===== config.mk =====
export PLATFORM = sky130hd
export DESIGN_NAME = cache_fill_ctrl
export DESIGN_NICKNAME = d
export VERILOG_FILES = /design/src/rtl/cache_fill_ctrl.sv
export SDC_FILE = /design/constraint.sdc
export NUM_CORES = 1
export LEC_CHECK = 0
export CAP_MARGIN = 30
export CORE_ASPECT_RATIO = 0.8
export CORE_MARGIN = 5
export CORE_UTILIZATION = 40
export DETAILED_ROUTE_END_ITERATION = 10
export PLACE_DENSITY = 0.95
export SLEW_MARGIN = 10
export SYNTH_ARGS = -nofsm -noshare
export SYNTH_HDL_FRONTEND = slang
export SYNTH_SLANG_ARGS = --single-unit

===== constraint.sdc =====
create_clock -name clk -period 4 [get_ports clk]
set_input_delay 0.8 -clock clk [delete_from_list [all_inputs] [get_ports clk]]
set_output_delay 0.8 -clock clk [all_outputs]
set_load 0.05 [all_outputs]

===== src/rtl/cache_fill_ctrl.sv =====
// Block-fill controller: arbitrates I/D cache misses and streams one aligned block
// from memory into the winning cache, writing the tag with the final word.
module cache_fill_ctrl #(
    parameter int BLOCK_WORDS = 8
) (
    input  logic        clk,
    input  logic        rst,
    input  logic        i_miss,
    input  logic [15:0] i_miss_addr,
    input  logic        d_miss,
    input  logic [15:0] d_miss_addr,
    output logic        i_busy,
    output logic        d_busy,
    output logic        mem_enable,
    output logic [15:0] mem_addr,
    input  logic        mem_data_valid,
    input  logic [15:0] mem_data,
    output logic [15:0] fill_addr,
    output logic [15:0] fill_data,
    output logic        i_write_data,
    output logic        d_write_data,
    output logic        i_write_tag,
    output logic        d_write_tag
);

    localparam int CW = $clog2(BLOCK_WORDS) + 1;
    localparam logic [CW-1:0] FULL = CW'(BLOCK_WORDS);
    localparam logic [CW-1:0] LAST = CW'(BLOCK_WORDS - 1);
    localparam logic [15:0] ALIGN_MASK = ~16'(2 * BLOCK_WORDS - 1);

    typedef enum logic {IDLE, FILL} state_t;

    state_t        state;
    state_t        state_next;
    logic          side_d;
    logic [15:0]   base;
    logic [CW-1:0] issue_cnt;
    logic [CW-1:0] recv_cnt;
    logic          last_word;

    assign last_word = (state == FILL) && mem_data_valid && (recv_cnt == LAST);

    always_ff @(posedge clk or posedge rst) begin
        if (rst) begin
            state <= IDLE;
        end else begin
            state <= state_next;
        end
    end

    always_comb begin
        state_next = state;
        case (state)
            IDLE:    if (d_miss || i_miss) state_next = FILL;
            FILL:    if (last_word) state_next = IDLE;
            default: state_next = IDLE;
        endcase
    end

    // D-side wins a simultaneous request; counters restart with every accepted miss.
    always_ff @(posedge clk or posedge rst) begin
        if (rst) begin
            side_d    <= 1'b1;
            base      <= '0;
            issue_cnt <= '0;
            recv_cnt  <= '0;
        end else if (state == IDLE) begin
            if (d_miss || i_miss) begin
                side_d    <= d_miss;
                base      <= (d_miss ? d_miss_addr : i_miss_addr) & ALIGN_MASK;
                issue_cnt <= '0;
                recv_cnt  <= '0;
            end
        end else begin
            if (issue_cnt < FULL) issue_cnt <= issue_cnt + 1'b1;
            if (mem_data_valid) recv_cnt <= recv_cnt + 1'b1;
        end
    end

    always_comb begin
        i_busy       = 1'b0;
        d_busy       = 1'b0;
        mem_enable   = 1'b0;
        mem_addr     = '0;
        fill_addr    = '0;
        fill_data    = '0;
        i_write_data = 1'b0;
        d_write_data = 1'b0;
        i_write_tag  = 1'b0;
        d_write_tag  = 1'b0;
        if (state == FILL) begin
            i_busy = ~side_d;
            d_busy = side_d;
            if (issue_cnt < FULL) begin
                mem_enable = 1'b1;
                mem_addr   = base + 16'({issue_cnt, 1'b0});
            end
            // Fill address and data are held at 0 outside a write so idle outputs stay quiet.
            if (mem_data_valid) begin
                fill_addr    = base + 16'({recv_cnt, 1'b0});
                fill_data    = mem_data;
                i_write_data = ~side_d;
                d_write_data = side_d;
                i_write_tag  = ~side_d && last_word;
                d_write_tag  = side_d && last_word;
            end
        end
    end

endmodule


Yosys cells after proc, flatten, opt, wreduce, memory -nomap -nowiden
Cells that the tools add are included.
{"block": "op_classes", "n_addsub": 4, "n_mul": 0, "n_div": 0, "magnitude_cmp": 1, "n_eq_ne": 3, "shifts": 0, "n_mux": 27, "bitwise": 2, "reduce_logical": 9}
{"cell": "two-way mux 16 bit", "count": 7}
{"cell": "adder 16 x 5 -> 16 bit", "count": 2}
{"cell": "two-way mux 4 bit", "count": 5}
{"cell": "two-way mux 1 bit", "count": 14}
{"cell": "adder 4 x 1 -> 4 bit, second input constant", "count": 2}
{"cell": "AND reduction 2 bit", "count": 3}
{"cell": "equality test 4 x 3 -> 1 bit, second input constant", "count": 1}
{"cell": "logical AND 1 bit", "count": 4}
{"cell": "< comparator 4 bit, second input constant", "count": 1}
{"cell": "!= test 2 x 1 -> 1 bit, second input constant", "count": 1}
{"cell": "!= test 2 bit, second input constant", "count": 1}
{"cell": "NOT 1 bit", "count": 2}
{"cell": "case mux 1 bit (2 select lines)", "count": 1}
{"cell": "nonzero test 2 bit", "count": 1}
{"cell": "logical OR 1 bit", "count": 1}
{"block": "totals", "ff_bits": 22, "latchBits": 0, "ram_bits": 0, "mem_bits_ro": 0, "mem_count": 0}

Longest topological paths before layout
{"block": "logic_depth", "ltp_word": 5, "depth_mapped": 5, "ltp_nobuf": 5}

Worst setup path after synthesis
Ideal clock, no wire load.
{"block": "synth_path", "path_kind": "register -> output", "startpoint": "register base[4]", "endpoint": "output port mem_addr[12]", "arrival_time_ns": 2.043, "required_time_ns": 3.200, "slack_ns": 1.157, "path_stages_with_launch": 6, "n_path_buf": 0, "path_cell_list": "dfrtp_1 > and2_1 > ha_1 > nand3_1 > or4_1 > a21oi_1"}
{"block": "synth_via", "elab_chain_len": 3}
{"item": "from (decl)", "line_no": "36", "source": "logic [15:0] base;"}
{"item": "from (signal assigned)", "line_no": "70", "source": "base <= (d_miss ? d_miss_addr : i_miss_addr) & ALIGN_MASK;"}
{"item": "adder 16 x 5 -> 16 bit", "line_no": "96", "source": "mem_addr = base + 16'({issue_cnt, 1'b0});"}
{"item": "two-way mux 16 bit", "line_no": "94", "source": "if (issue_cnt < FULL) begin"}
{"item": "two-way mux 16 bit", "line_no": "91", "source": "if (state == FILL) begin"}
{"item": "to (decl)", "line_no": "15", "source": "output logic [15:0] mem_addr,"}
No other way between the ends.

Worst setup path after layout
{"block": "layout_path", "startpoint": "input port mem_data_valid", "endpoint": "output port fill_addr[3]"}
{"block": "layout_via", "elab_chain_len": 2}
{"item": "from (decl)", "line_no": "16", "source": "input logic mem_data_valid,"}
{"item": "two-way mux 16 bit", "line_no": "99", "source": "if (mem_data_valid) begin"}
{"item": "two-way mux 16 bit", "line_no": "91"}
{"item": "to (decl)", "line_no": "18", "source": "output logic [15:0] fill_addr,"}
No other way between the ends.

==> impl_metrics.json <==
{
  "synth_warnings": 0,
  "required_ns": 3.20,
  "chipHeight_um": 67.95,
  "ys_ff_latch": 22,
  "die_x_um": 82.44,
  "p_total_mw": 1.930,
  "slew_headroom": 0.3816,
  "m1WireLength_um": 2177,
  "switching_share": 0.5328,
  "die_area_um2": 5601,
  "combPwrFrac": 0.636,
  "netlist_area_um2": 1679,
  "setup_tns_ns": 0,
  "area_delta_synth_final_pct": 62.74,
  "setup-violations-final": 0,
  "place_ws_ns": 0.4913,
  "grt_pass1_vias": 1639,
  "cts_setup_buffers": 0,
  "wl_met3_um": 337,
  "fmaxAchievable_mhz": 285.3,
  "wirelength_um": 5194,
  "drt-vias-per-instance": 5.212,
  "start_util": 0.4070,
  "gr-usage-all-layers": 0.1823,
  "cts_root_buf": "clkbuf_8",
  "wl_per_cell_um": 14.71,
  "synth.top_cell.area_share": 0.3130,
  "p_clk_frac": 0.106,
  "reg2reg_depth": 4,
  "min_path_cells": 1,
  "vias": 1840,
  "switching_power_mw": 1.028,
  "hold_path_class": "flip-flop to flip-flop",
  "io_pins": 108,
  "coreArea_um2": 4125,
  "endpoint": "fill_addr[3]",
  "top_layer": "met4",
  "cts_max_path_buffers": 2,
  "power_density_nw_per_um2": 706.4,
  "yosysUniqueCellTypes": 33,
  "nets": 355,
  "dp_hpwl_um": 4061,
  "antenna_cells": 0,
  "ir_worst_vdd_uv": 306.3,
  "n_fill_cell": 339,
  "setup_ws_ns": 0.4948,
  "drt.antenna.violating_nets": 0,
  "critPathLaunchType": "primary input",
  "layout-drive-gt1-share": 0.09122,
  "critPathKind": "primary input to primary output",
  "wl_met2_um": 2588,
  "slew_viol_final": 0,
  "postCtsHoldBufs": 0,
  "synthCells": 207,
  "layout_min_cycle_time_ns": 3.505,
  "maxCapViolations": 0,
  "critPathMaxFanout": 14,
  "finClkSkew_ns": 0.005441,
  "antenna_found_initial": 0,
  "drt-initial-drc-count": 196,
  "port_buffers": 97,
  "rrSetupSlack_ns": 2.47,
  "clock_latency_ns": 0.26,
  "drc": 0,
  "p_leak_nw": 1.207,
  "rows": 21,
  "cp.arrival_ns": 2.71,
  "grt_max_degree": 34,
  "timing.critical_path.from": "mem_data_valid",
  "synth_area_leader_cell": "dfrtp_1",
  "synth_area_leaders": "dfrtp_1 (31%), mux2i_1 (8.3%), and3_1 (7.8%), o21ai_0 (5.7%), nand2_1 (5.6%)",
  "regArea_um2": 551.8,
  "first_pass_iters": 4,
  "cts_tree": "built",
  "grt_pass1_wl_um": 7976,
  "cts_inserted_buffers": 3,
  "rsz0062_at_grt": "no",
  "syn_avg_cell_area_um2": 8.112,
  "end_kind": "primary output",
  "holdWs_ns": 0.5182,
  "cts.sinks": 22,
  "hold_viol": 0,
  "rr_endpoint": "base[7]",
  "htree_levels": 1,
  "finalCritPeriodShare": 0.8763,
  "r2r-start": "state",
  "clk_pin_slew_ns": 0.08,
  "p_int_mw": 0.9018,
  "gp_congestion": 0.8591,
  "status": "completed",
  "synth.yosys.seq_area_share": 0.3286,
  "cts-resized-gates": 0,
  "worst_slew_pin_slew_ns": 0.9270,
  "seq_power_share": 0.257,
  "grt-ovfl-total": 0,
  "multi_input_area_um2": 1040
}
==> worst min-delay path by stage <==
stage	from	endpoint	slack, ns
floorplan	recv_cnt[2]	recv_cnt[2]	0.46
global placement	recv_cnt[2]	recv_cnt[2]	0.49
detailed placement	recv_cnt[2]	recv_cnt[2]	0.50
CTS	recv_cnt[2]	recv_cnt[2]	0.52
global route	recv_cnt[2]	recv_cnt[2]	0.54
finish	recv_cnt[2]	recv_cnt[2]	0.52
==> per-layer routing <==
layer,GRT usage,up-vias
met5,0,-
li1,-,906
met3,0.01579,12
met1,0.2350,841
met2,0.3300,81
met4,0.04149,0
==> metrics by stage <==
stage / utilization / instances / area [um^2]
detailed placement: 0.6451 / 349 / 2661
floorplan: - / 208 / 1683
global route: 0.6624 / 353 / 2733
CTS: 0.6624 / 353 / 2733
finish: 0.6624 / 353 / 2733
global placement: 0.6451 / 349 / 2661
==> Yosys cell counts <==
master	count
nand3_1	8
xor2_1	4
or3_1	3
nand2_1	25
nor2b_1	2
dfrtp_1	21
nand3b_1	1
nor4_1	1
dfstp_2	1
or4_1	5
a21oi_1	10
buf_2	4
nor3b_1	1
clkbuf_1	9
o21bai_2	1
ha_1	5
and2_2	1
o21ai_0	19
and3_1	21
and2_1	14
or3_2	1
nand4_1	1
inv_1	4
conb_1	1
nor2_1	11
a41oi_1	1
nand4_2	2
nand2b_1	2
xnor2_1	5
mux2i_1	14
nor3_1	1
buf_4	3
o31ai_1	5
==> flip-flops by register name, summed over array words and instances, names as in the netlist <==
register	flops
base	12
issue_cnt	4
recv_cnt	4
side_d	1
state	1
==> critical path, stage by stage <==
cell,delay [ns]
clkdlybuf4s50_1,0.63
buf_4,0.24
and3_1,0.22
clkdlybuf4s50_1,0.82
==> cells in the final DEF, fill, tap and decap left out, types with 8 or more instances in the layout <==
cell type        Yosys  final
a21oi_1             10     10
and2_1              14     14
and3_1              21     21
buf_4                3     15
clkdlybuf4s50_1      0     83
dfrtp_1             21     21
mux2i_1             14     14
nand2_1             25     25
nand3_1              8      8
nor2_1              11     11
o21ai_0             19     19
==> cells by family (layout without fill, tap and decap cells) <==
group | count (synthesis) | in the layout | synth area share
AOI/OAI and AO/OA | 36 | 36 | 0.1207
xor gates and xnor gates | 9 | 9 | 0.04694
adders and majority gates | 5 | 5 | 0.03726
buffers and inverters | 20 | 108 | 0.05439
DFF | 22 | 22 | 0.3286
muxes | 14 | 14 | 0.08345
other | 1 | 2 | 0.002233
and+or+nand+nor | 100 | 100 | 0.3264
==> power by group through the flow <==
stage	Combinational [mW]	Sequential, mW	Clock [mW]
after floorplan	0.883	0.430	0
after global placement	1.20	0.484	0
after detailed placement	1.23	0.494	0
after CTS	1.24	0.490	0.209
after global routing	1.31	0.517	0.219
final	1.23	0.496	0.206
==> area by class of cell <==
| class | count | share of cell area |
|---|---|---|
| Clock buffer | 3 | 0.01511 |
| Clock inverter | 1 | 0.01099 |
| Tap cell | 57 | 0.02610 |
| Timing Repair Buffer | 100 | 0.3599 |
| Multi-Input combinational cell | 166 | 0.3805 |
| Inverter | 4 | 0.005495 |
| Sequential cell | 22 | 0.2019 |
No activity file was read; power rests on OpenSTA's default activity.
